<file path="src/rtl/cail_param_ctrl.sv">
// Calibration-parameter RAM controller: clears the RAM after reset, then
// shares it between a host write/read port and an in-order dump sequencer.
// Ports:
//   clock, reset                 clock, async active-high reset
//   host_wr_req/addr/data/ack    host write port, req held until ack
//   host_rd_req/addr/ack         host read request, req held until ack
//   host_rd_valid/data           host read return, RD_LAT after ack
//   dump_start/busy/valid        dump control and streamed word strobe
//   dump_addr/data/done          dumped word; done marks the last word
//   init_done                    RAM cleared, host port live
//   ram_data/wraddress/wren      RAM write port
//   ram_rdaddress/ram_q          RAM read port
module cail_param_ctrl #(
  parameter int DEPTH = 32,
  parameter int AW = 5,
  parameter int DW = 8,
  parameter int RD_LAT = 2,
  parameter logic [DW-1:0] INIT_VAL = '0
) (
  input  logic          clock,
  input  logic          reset,
  input  logic          host_wr_req,
  input  logic [AW-1:0] host_wr_addr,
  input  logic [DW-1:0] host_wr_data,
  output logic          host_wr_ack,
  input  logic          host_rd_req,
  input  logic [AW-1:0] host_rd_addr,
  output logic          host_rd_ack,
  output logic          host_rd_valid,
  output logic [DW-1:0] host_rd_data,
  input  logic          dump_start,
  output logic          dump_busy,
  output logic          dump_valid,
  output logic [AW-1:0] dump_addr,
  output logic [DW-1:0] dump_data,
  output logic          dump_done,
  output logic          init_done,
  output logic [DW-1:0] ram_data,
  output logic [AW-1:0] ram_wraddress,
  output logic          ram_wren,
  output logic [AW-1:0] ram_rdaddress,
  input  logic [DW-1:0] ram_q
);

  typedef enum logic [1:0] {
    S_INIT = 2'd0,
    S_IDLE = 2'd1,
    S_DUMP = 2'd2
  } state_e;

  localparam logic [AW-1:0] LAST = AW'(DEPTH - 1);

  state_e state_q, state_d;

  logic [AW-1:0] init_cnt_q, init_cnt_d;
  // One extra bit so "all DEPTH words issued" is visible.
  logic [AW:0]   iss_q, iss_d;
  logic [AW-1:0] rdaddr_q, rdaddr_d;

  // Read-tag pipeline, one stage per clock of RAM read latency.
  logic [RD_LAT-1:0] tv_q;
  logic [RD_LAT-1:0] th_q;
  logic [AW-1:0]     ta_q [RD_LAT];

  logic [DW-1:0] hdata_q;
  logic [AW-1:0] daddr_q;
  logic [DW-1:0] ddata_q;

  logic          live;
  logic          wr_ack;
  logic          rd_ack;
  logic          dump_iss;
  logic [AW-1:0] dptr;
  logic          out_v;
  logic          out_h;
  logic [AW-1:0] out_a;

  assign live   = (state_q != S_INIT);
  assign wr_ack = live & host_wr_req;

  // A read hitting this cycle's write waits one cycle so it sees new data.
  assign rd_ack = live & host_rd_req
                & ~(wr_ack & (host_wr_addr == host_rd_addr));

  assign dptr = iss_q[AW-1:0];

  assign dump_iss = (state_q == S_DUMP) & ~iss_q[AW] & ~rd_ack
                  & ~(wr_ack & (host_wr_addr == dptr));

  always_comb begin
    rdaddr_d = rdaddr_q;
    if (rd_ack) begin
      rdaddr_d = host_rd_addr;
    end else if (dump_iss) begin
      rdaddr_d = dptr;
    end
  end

  assign out_v = tv_q[RD_LAT-1];
  assign out_h = th_q[RD_LAT-1];
  assign out_a = ta_q[RD_LAT-1];

  assign host_wr_ack   = wr_ack;
  assign host_rd_ack   = rd_ack;
  assign host_rd_valid = out_v & out_h;
  assign host_rd_data  = host_rd_valid ? ram_q : hdata_q;
  assign dump_valid    = out_v & ~out_h;
  assign dump_addr     = dump_valid ? out_a : daddr_q;
  assign dump_data     = dump_valid ? ram_q : ddata_q;
  assign dump_done     = dump_valid & (out_a == LAST);
  assign dump_busy     = (state_q == S_DUMP);
  assign init_done     = live;

  // Init clearing owns the write port; wren is held low while in reset.
  assign ram_wren      = ~reset & (~live | host_wr_req);
  assign ram_wraddress = live ? host_wr_addr : init_cnt_q;
  assign ram_data      = live ? host_wr_data : INIT_VAL;
  assign ram_rdaddress = rdaddr_d;

  always_comb begin
    state_d    = state_q;
    init_cnt_d = init_cnt_q;
    iss_d      = iss_q;
    unique case (state_q)
      S_INIT: begin
        init_cnt_d = init_cnt_q + AW'(1);
        if (init_cnt_q == LAST) begin
          state_d = S_IDLE;
        end
      end
      S_IDLE: begin
        iss_d = '0;
        if (dump_start) begin
          state_d = S_DUMP;
        end
      end
      S_DUMP: begin
        if (dump_iss) begin
          iss_d = iss_q + (AW+1)'(1);
        end
        if (dump_done) begin
          state_d = S_IDLE;
        end
      end
      default: begin
        state_d = S_INIT;
      end
    endcase
  end

  always_ff @(posedge clock or posedge reset) begin
    if (reset) begin
      state_q    <= S_INIT;
      init_cnt_q <= '0;
      iss_q      <= '0;
      rdaddr_q   <= '0;
      tv_q       <= '0;
      th_q       <= '0;
      for (int i = 0; i < RD_LAT; i++) begin
        ta_q[i] <= '0;
      end
      hdata_q    <= '0;
      daddr_q    <= '0;
      ddata_q    <= '0;
    end else begin
      state_q    <= state_d;
      init_cnt_q <= init_cnt_d;
      iss_q      <= iss_d;
      rdaddr_q   <= rdaddr_d;
      tv_q       <= {tv_q[RD_LAT-2:0], rd_ack | dump_iss};
      th_q       <= {th_q[RD_LAT-2:0], rd_ack};
      ta_q[0]    <= rdaddr_d;
      for (int i = 1; i < RD_LAT; i++) begin
        ta_q[i] <= ta_q[i-1];
      end
      if (host_rd_valid) begin
        hdata_q <= ram_q;
      end
      if (dump_valid) begin
        daddr_q <= out_a;
        ddata_q <= ram_q;
      end
    end
  end

endmodule

</file>
<file path="config.mk">
export PLATFORM = sky130hd
export DESIGN_NAME = cail_param_ctrl
export DESIGN_NICKNAME = d
export VERILOG_FILES = /design/src/rtl/cail_param_ctrl.sv
export SDC_FILE = /design/constraint.sdc
export NUM_CORES = 1
export LEC_CHECK = 0
export ABC_CLOCK_PERIOD_IN_PS = 3170
export CAP_MARGIN = 10
export CORE_ASPECT_RATIO = 0.7
export CORE_MARGIN = 5
export CORE_UTILIZATION = 48
export CTS_CLUSTER_SIZE = 28
export DETAILED_ROUTE_END_ITERATION = 8
export GPL_TIMING_DRIVEN = 0
export PLACE_DENSITY = 0.84
export SETUP_SLACK_MARGIN = 0.4
export SYNTH_ARGS = -nofsm -noshare
export SYNTH_HDL_FRONTEND = slang
export SYNTH_SLANG_ARGS = --single-unit
</file>
<file path="constraint.sdc">
create_clock -name clock -period 3.17 [get_ports clock]
set_clock_uncertainty 0.2 [all_clocks]
set_input_delay 0.634 -clock clock [delete_from_list [all_inputs] [get_ports clock]]
set_output_delay 0.634 -clock clock [all_outputs]
set_load 0.02 [all_outputs]
</file>
# Word level (Yosys, flattened, before mapping)

Cells that the tools add are included.
W data, S select, Z words.

Register bits after elaboration: 48
Latch bits: 0
Memory bits (writable): 0
Bits in read-only memories: 0
Input bits: 31
Output and inout port bits: 47
Logic and storage cells: 61
Memories: 0

$add $sub $neg: 2
$mul: 0
Divide/modulo/power cells: 0
Magnitude comparators: 0
Equality and inequality tests: 10
Shifts and indexed selects: 0
Muxes and demuxes: 13
Bitwise gates (word level): 21
Reductions and logical operators: 5

Operators with widths:

| operator              | count |
|---|---|
| $mux W8               | 3 |
| $mux W5               | 4 |
| $and A1 B1 Y1         | 12 |
| $pmux W6 S2           | 1 |
| $eq A5 B5 Y1          | 2 |
| $eq A5 B5 Y1 const B  | 2 |
| $not A1 Y1            | 7 |
| $add A6 B1 Y6 const B | 1 |
| $mux W2               | 3 |
| $mux W6               | 1 |
| $pmux W2 S3           | 1 |
| $add A5 B1 Y5 const B | 1 |
| $ne A2 B1 Y1 const B  | 2 |
| $ne A2 B2 Y1 const B  | 2 |
| $reduce_bool A2 Y1    | 2 |
| $reduce_and A3 Y1     | 1 |
| $eq A2 B1 Y1 const B  | 1 |
| $eq A2 B2 Y1 const B  | 1 |
| $logic_not A2 Y1      | 1 |
| $or A1 B1 Y1          | 2 |
| $reduce_and A2 Y1     | 1 |

# Depth between registers and ports, before layout

Gate-level depths: netlist of run 1.

Word-level depth: 10
Depth in mapped cells: 6
Depth with buffers taken out: 6

# Worst setup path after synthesis of run 1

OpenSTA, ideal clock, no wires.

Path kind: input -> output
Start: input host_wr_addr[3]
End: output ram_rdaddress[0]
Arrival: 1.846 ns
Data required time: 2.336 ns
Setup slack: 0.490 ns
Cell stages on the path: 5
Buffers on the path: 1
Cell sequence: xor2_1 -> nor4_4 -> buf_4 -> a31oi_1 -> a31oi_1

Word-level cells in the longest chain between the ends: 9
Elaborated cells between the ends (all ways): 12
Classes of those cells: 2 x eq/ne; 2 x mux; 8 x bitwise

Ends and longest elaborated chain:

| item               | line | RTL |
|---|---|---|
| start: declaration | 23   | `input logic [AW-1:0] host_wr_addr,` |
| $eq A5 B5 Y1       | 83   | `& ~(wr_ack & (host_wr_addr == host_rd_addr));` |
| $and A1 B1 Y1      | 83   |  |
| $not A1 Y1         | 83   |  |
| $and A1 B1 Y1      | 83   |  |
| $not A1 Y1         | 87   | `assign dump_iss = (state_q == S_DUMP) & ~iss_q[AW] & ~rd_ack` |
| $and A1 B1 Y1      | 87   |  |
| $and A1 B1 Y1      | 88   | `& ~(wr_ack & (host_wr_addr == dptr));` |
| $mux W5            | 94   | `end else if (dump_iss) begin` |
| $mux W5 (*)        | 92   | `if (rd_ack) begin` |
| end: declaration   | 41   | `output logic [AW-1:0] ram_rdaddress,` |

Mark *: on every way between the ends. The rest lies on a longest branch, timed or not.

# Worst setup path after layout of run 1

Start: input host_wr_addr[1]
End: output ram_rdaddress[0]

Same word-level chain as after synthesis.

==> summary.txt, run 1 <==
Outcome
  – Status: completed

Die
  – Die Ht: 67.2 um
  – Cell row count: 20
  – Full die area: 6160 um2
  – Initial Utilization: 50.6%
  – Core ar.: 4430 um2
  – Die Wd: 91.7 um
  – # IOs: 78

Power
  – Pwr dens: 930 nW/um2
  – Leakage: 0.00171 uW
  – Peak VDD IR: 0.491 mV

Logic synthesis
  – Syn Nets: 255
  – Synth warn: 0
  – Post-synthesis cell type count: 33
  – Post-Syn Area per Cell: 10.2 um2
  – Seq cells post-synth: 48
  – Cells after Synth: 221
  – Post-synthesis sequential area ratio: 53.5%
  – Mapped cell area: 2240 um2

Finish
  – Syn-to-layout area delta: 51.9%
  – Fin area: 3410 um2
  – Diodes inserted: 0
  – Post-Layout Cell Count: 376
  – Most common cell after layout, fill and taps aside: nand2_1
  – Share of post-route cells with drive strength above 1: 26.8%
  – Nets: 355
  – Most frequent cells in the layout: nand2_1 (51), dfrtp_1 (43), clkdlybuf4s50_1 (34)

Setup path
  – Crit-path cells: buf_6 > xor2_2 > nor4_4 > buf_4 > nor2_1 > a31oi_1 > a31oi_1 > buf_4
  – CP max stage cell: nor4_4
  – Worst reg-to-reg path cell count: 7
  – Critical path startpoint: host_wr_addr[1]
  – CP top delay family: buffers and inverters
  – CP startpoint kind: primary input
  – Reg-to-reg startpoint: iss_q[1]$_DFFE_PP0P_
  – R2r setup slk: 0.98 ns
  – Slowest stage delay, CP: 0.38 ns
  – Critical path type: primary input to output pin
  – Critical path peak fanout: 5
  – Required @ worst endpoint: 2.34 ns
  – Worst path buffer plus inverter count: 3
  – Critical path arrival: 2.23 ns
  – Worst setup EP type: output pin
  – FF-to-FF End: ta_q[5]$_DFF_PP0_

Clock network
  – Worst-skew pair later-pin latency: 0.30 ns
  – Clk buf depth: 2
  – TritonCTS clock tree: yes
  – Num CTS Buffers: 5
  – H-tree depth: 2
  – Clk sink count: 48
  – Clock transition at the registers of the reported paths: 0.08 ns
  – Clk root buf: clkbuf_8

Routing
  – Iter 0 DRT Violations: 181
  – DR pass1 iterations: 4
  – DRT antenna net count: 0
  – Total number of vias: 2,058
  – DR DRC count: 0
  – Final wirelength: 6750 um
  – Via/cell ratio: 5.47
  – Mean routed wirelength per cell: 18.0 um

Placed design
  – Post-Place Cell Area: 3100 um2
  – IO Port Bufs: 77
  – Placed insts: 354
  – GP Congestion: 0.889
  – Half-perimeter wire length after placement: 4360 um

STA
  – RSZ-0062 raised after global routing: true
  – Worst hold margin: 0.179 ns
  – Fmax: 326 MHz
  – Period utilization: 96.6%
  – Final hold vios: 0
  – Min cycle time layout: 3.06 ns
  – Worst Tran Pin Value: 0.428 ns
  – Rel. slew slack: 71.3%
  – Final Setup Violations: 0
  – Slew Viols, Final: 0

Min path
  – HP Class: register to register
  – Hold endpoint: th_q[1]$_DFF_PP0_
  – Hold-critical path depth: 0
  – Hold path start: th_q[0]$_DFF_PP0_

Global route
  – Antenna violations before repair: 0
  – First-pass GRT wire length: 9610 um
  – GRT overflow: 0
  – GRT Overall Usage: 20.1%
  – Largest net degree at the start of global routing: 44
  – Vias in the first global route: 1,922

Run
  – Max Cap Viol: 0
-- cells in the mapped netlist (all sizes together) --
master / instances / share of area [%]
dfrtp: 48 / 54
mux2: 15 / 7.5
nor2: 20 / 3.5
a31oi: 10 / 2.8
ha: 3 / 1.7
nand2b: 4 / 1.1
o21ai: 1 / 0.39
a22o: 1 / 0.39
inv: 8 / 1.3
mux2i: 5 / 2.2
a211oi: 1 / 0.33
a31o: 1 / 0.39
nand4: 3 / 0.84
and2: 8 / 2.2
and2b: 1 / 0.33
nand3: 4 / 0.89
o211ai: 1 / 0.56
nand3b: 1 / 0.33
nor3b: 1 / 0.33
a21oi: 6 / 1.5
nand2: 52 / 8.7
xor2: 5 / 2.0
buf: 4 / 0.89
nor4: 1 / 0.95
o22ai: 2 / 0.56
and3: 3 / 0.84
or2: 1 / 0.28
clkbuf: 3 / 0.50
xnor2: 8 / 3.1
-- flip-flops by register name (all words and copies together), names as in the netlist --
name and count:
ta_q 5, daddr_q 5, out_a 5, iss_q 6, init_cnt_q 5, th_q 2
hdata_q 8, ddata_q 8, state_q 2, tv_q 2
-- layout make-up --
cell class,instances,area (um2)
plain buffers,7,53.8
well taps,55,68.8
clock buffers,5,68.8
fillers,300,1020
inverters,8,30.0
repair buffers,93,827
flip-flops and latches,48,1210
clock inverters,2,60.1
multi-input cells,158,1090
-- kinds of logic after synthesis --
group / synth area share (%)
AOI/OAI and AO/OA: 6.92
xor gates and xnor gates: 5.08
adders and majority gates: 1.67
buffers and inverters: 2.73
DFF: 53.5
muxes: 9.76
and+or+nand+nor: 20.3
-- worst max path at each step --
stage | end | slack [ns] | depth (start not counted)
after detailed placement | ram_rdaddress[4] | -0.73 | 8
final | ram_rdaddress[0] | 0.11 | 8
after floorplan | ram_rdaddress[0] | 0.49 | 5
after CTS | ram_rdaddress[4] | 0.24 | 6
after global routing | ram_rdaddress[0] | 0.04 | 7
after global placement | ram_rdaddress[4] | -0.70 | 8
-- per-stage QoR --
| step | total power, uW | worst slack [ns] | util (%) | TNS, ns |
|---|---|---|---|---|
| floorplan | 1870 | 0.490 | - | 0 |
| global placement | 2520 | -0.704 | 69.6 | -3.41 |
| detailed placement | 2570 | -0.730 | 70.1 | -3.62 |
| CTS | 3030 | 0.243 | 74.4 | 0 |
| global route | 3340 | 0.0357 | 76.9 | 0 |
| finish | 3170 | 0.106 | 76.9 | 0 |
-- power breakdown --
part	internal [uW]	switching (uW)	leakage [uW]
clock network	310	197	0.0000642
logic	725	887	0.00106
registers	869	182	0.000584
total	1900	1270	0.00171
-- per-layer routing --
| metal | wire length (um) | vias to the layer above | global-route usage (%) |
|---|---|---|---|
| li1 | - | 946 | - |
| met1 | 2880 | 1028 | 27.5 |
| met2 | 3360 | 74 | 33.0 |
| met3 | 418 | 10 | 4.68 |
| met4 | 106 | 0 | 4.81 |
| met5 | 0 | - | 0 |
-- what timing repair did --
action / CTS / global route
setup buffers: 6 / 7
gates resized for setup: 97 / 38
gates cloned: 2 / 0
setup endpoints to repair: 43 / 10
pin swaps: 6 / 14
hold endpoints to repair: 0 / 0
hold buffers: 0 / 0
No activity file was read; power rests on OpenSTA's default activity.
==> run 2, diff against run 1 <==
--- a/config.mk
+++ b/config.mk
@@ -5,7 +5,7 @@
 export SDC_FILE = /design/constraint.sdc
 export NUM_CORES = 1
 export LEC_CHECK = 0
-export ABC_CLOCK_PERIOD_IN_PS = 3170
+export ABC_CLOCK_PERIOD_IN_PS = 3900
 export CAP_MARGIN = 10
 export CORE_ASPECT_RATIO = 0.7
 export CORE_MARGIN = 5
==> constraint.sdc (replaced) <==
create_clock -name clock -period 3.9 [get_ports clock]
set_clock_uncertainty 0.2 [all_clocks]
set_input_delay 0.78 -clock clock [delete_from_list [all_inputs] [get_ports clock]]
set_output_delay 0.78 -clock clock [all_outputs]
set_load 0.02 [all_outputs]
==> summary.txt, run 2 (synthesis gave the netlist of run 1 again) <==
Clock network
  – Clock transition at the registers of the reported paths: 0.08 ns
  – H-tree depth: 2
  – Cts hold-fix bufs: 0
  – Clk buf depth: 2
  – Clk sink count: 48
  – Num CTS Buffers: 5
  – Clk root buf: clkbuf_8
  – Worst-skew pair later-pin latency: 0.29 ns
  – TritonCTS clock tree: yes

Run
  – Max Cap Viol: 0

STA
  – Rel. slew slack: 58.4%
  – Final Setup Violations: 0
  – Final hold vios: 0
  – Period utilization: 88.3%
  – Fmax: 290 MHz
  – Worst Tran Pin Value: 0.622 ns
  – Setup ws final: 0.455 ns
  – Slew Viols, Final: 0
  – RSZ-0062 raised after global routing: false
  – Min cycle time layout: 3.45 ns
  – Setup_tns: 0 ns

Setup path
  – CP startpoint kind: primary input
  – Worst setup EP type: output pin
  – Critical path type: primary input to output pin
  – Critical path arrival: 2.47 ns
  – Required @ worst endpoint: 2.92 ns
  – Critical path peak fanout: 5

Routing
  – Via/cell ratio: 5.27
  – Mean routed wirelength per cell: 16.1 um
  – DR DRC count: 0
  – Total number of vias: 1,933
  – DRT antenna net count: 0
  – DR pass1 iterations: 4
  – Final wirelength: 5910 um
  – Iter 0 DRT Violations: 138

Finish
  – Share of post-route cells with drive strength above 1: 14.7%
  – Fill cells: 310
  – Nets: 346
  – Most common cell after layout, fill and taps aside: clkdlybuf4s50_1
  – Syn-to-layout area delta: 48.0%
  – Most frequent cells in the layout: clkdlybuf4s50_1 (62), nand2_1 (52), dfrtp_1 (48)
  – Top flop regs: ddata_q (8), hdata_q (8), iss_q (6)
  – Diodes inserted: 0

Global route
  – Largest net degree at the start of global routing: 44
  – Antenna violations before repair: 0
  – First-pass GRT wire length: 9290 um
  – Vias in the first global route: 1,880
  – GRT Overall Usage: 19.4%
  – GRT overflow: 0

Die
  – Core ar.: 4430 um2
  – Initial Utilization: 50.6%
  – Full die area: 6160 um2
  – Die Ht: 67.2 um
  – # IOs: 78
  – Die Wd: 91.7 um
  – Cell row count: 20

Power
  – Peak VDD IR: 0.390 mV
  – Leakage: 0.00162 uW
  – Pwr dens: 755 nW/um2

Placed design
  – Half-perimeter wire length after placement: 4360 um
  – IO Port Bufs: 77
  – Pre-CTS setup slack: -0.292 ns
  – GP Congestion: 0.889

Outcome
  – Status: completed

Min path
  – HP Class: register to register
[run 2: repair_timing]
action	in CTS	in global routing
cloned	0	2
setup endpoints to repair	6	5
pin swaps	4	7
resized for setup	30	18
setup buffers	3	1
[run 2: critical path, stage by stage]
cell and delay (ns):
clkdlybuf4s50_1 0.50, xnor2_1 0.14, nand4_1 0.17, o211ai_4 0.26, buf_2 0.22, buf_4 0.13
a31oi_2 0.09, buf_4 0.18
[run 2: report_power, final]
group	internal (uW)	switching, uW	leakage (uW)
logic	587	673	0.000965
registers	703	136	0.000591
clock network	252	156	0.0000642
total	1540	964	0.00162
[run 2: path summary, 6_finish.rpt]
check,start,to,slack [ns],cells past startpoint
max,host_rd_addr[2],ram_rdaddress[1],0.45,8
min,tv_q[0]$_DFF_PP0_,tv_q[1]$_DFF_PP0_,0.18,0
max reg2reg,state_q[0]$_DFFE_PP0P_,iss_q[1]$_DFFE_PP0P_,1.84,7
min reg2reg,tv_q[0]$_DFF_PP0_,tv_q[1]$_DFF_PP0_,0.18,0
max in group asynchronous,reset,init_cnt_q[0]$_DFFE_PP0P_,2.52,3
min in group asynchronous,reset,init_cnt_q[3]$_DFFE_PP0P_,0.53,2
[run 2: cell type report]
type	count	area (um2)	area share [%]
buffer	7	42.5	1.28
clock buffer	5	68.8	2.07
clock inverter	2	60.1	1.81
inverter	8	30.0	0.905
multi-input combinational	158	1010	30.4
sequential	48	1200	36.2
tap	55	68.8	2.07
timing repair buffer	84	840	25.3
[run 2: per-layer routing]
| layer | track usage, % | wire, um | up-vias |
|---|---|---|---|
| li1 | - | - | 927 |
| met1 | 26.8 | 2640 | 943 |
| met2 | 32.2 | 2910 | 61 |
| met3 | 3.90 | 324 | 2 |
| met4 | 4.44 | 28 | 0 |
| met5 | 0 | 0 | - |
[run 2: through the flow]
step	hold WS (ns)	instances	power [uW]	utilization [%]	cell area, um2
after global routing	0.177	367	2660	74.9	3320
after CTS	0.176	364	2490	73.5	3260
final	0.180	367	2510	74.9	3320
after detailed placement	0.158	354	2090	70.1	3100
after floorplan	0.131	221	1520	-	2240
after global placement	0.134	353	2050	69.6	3080
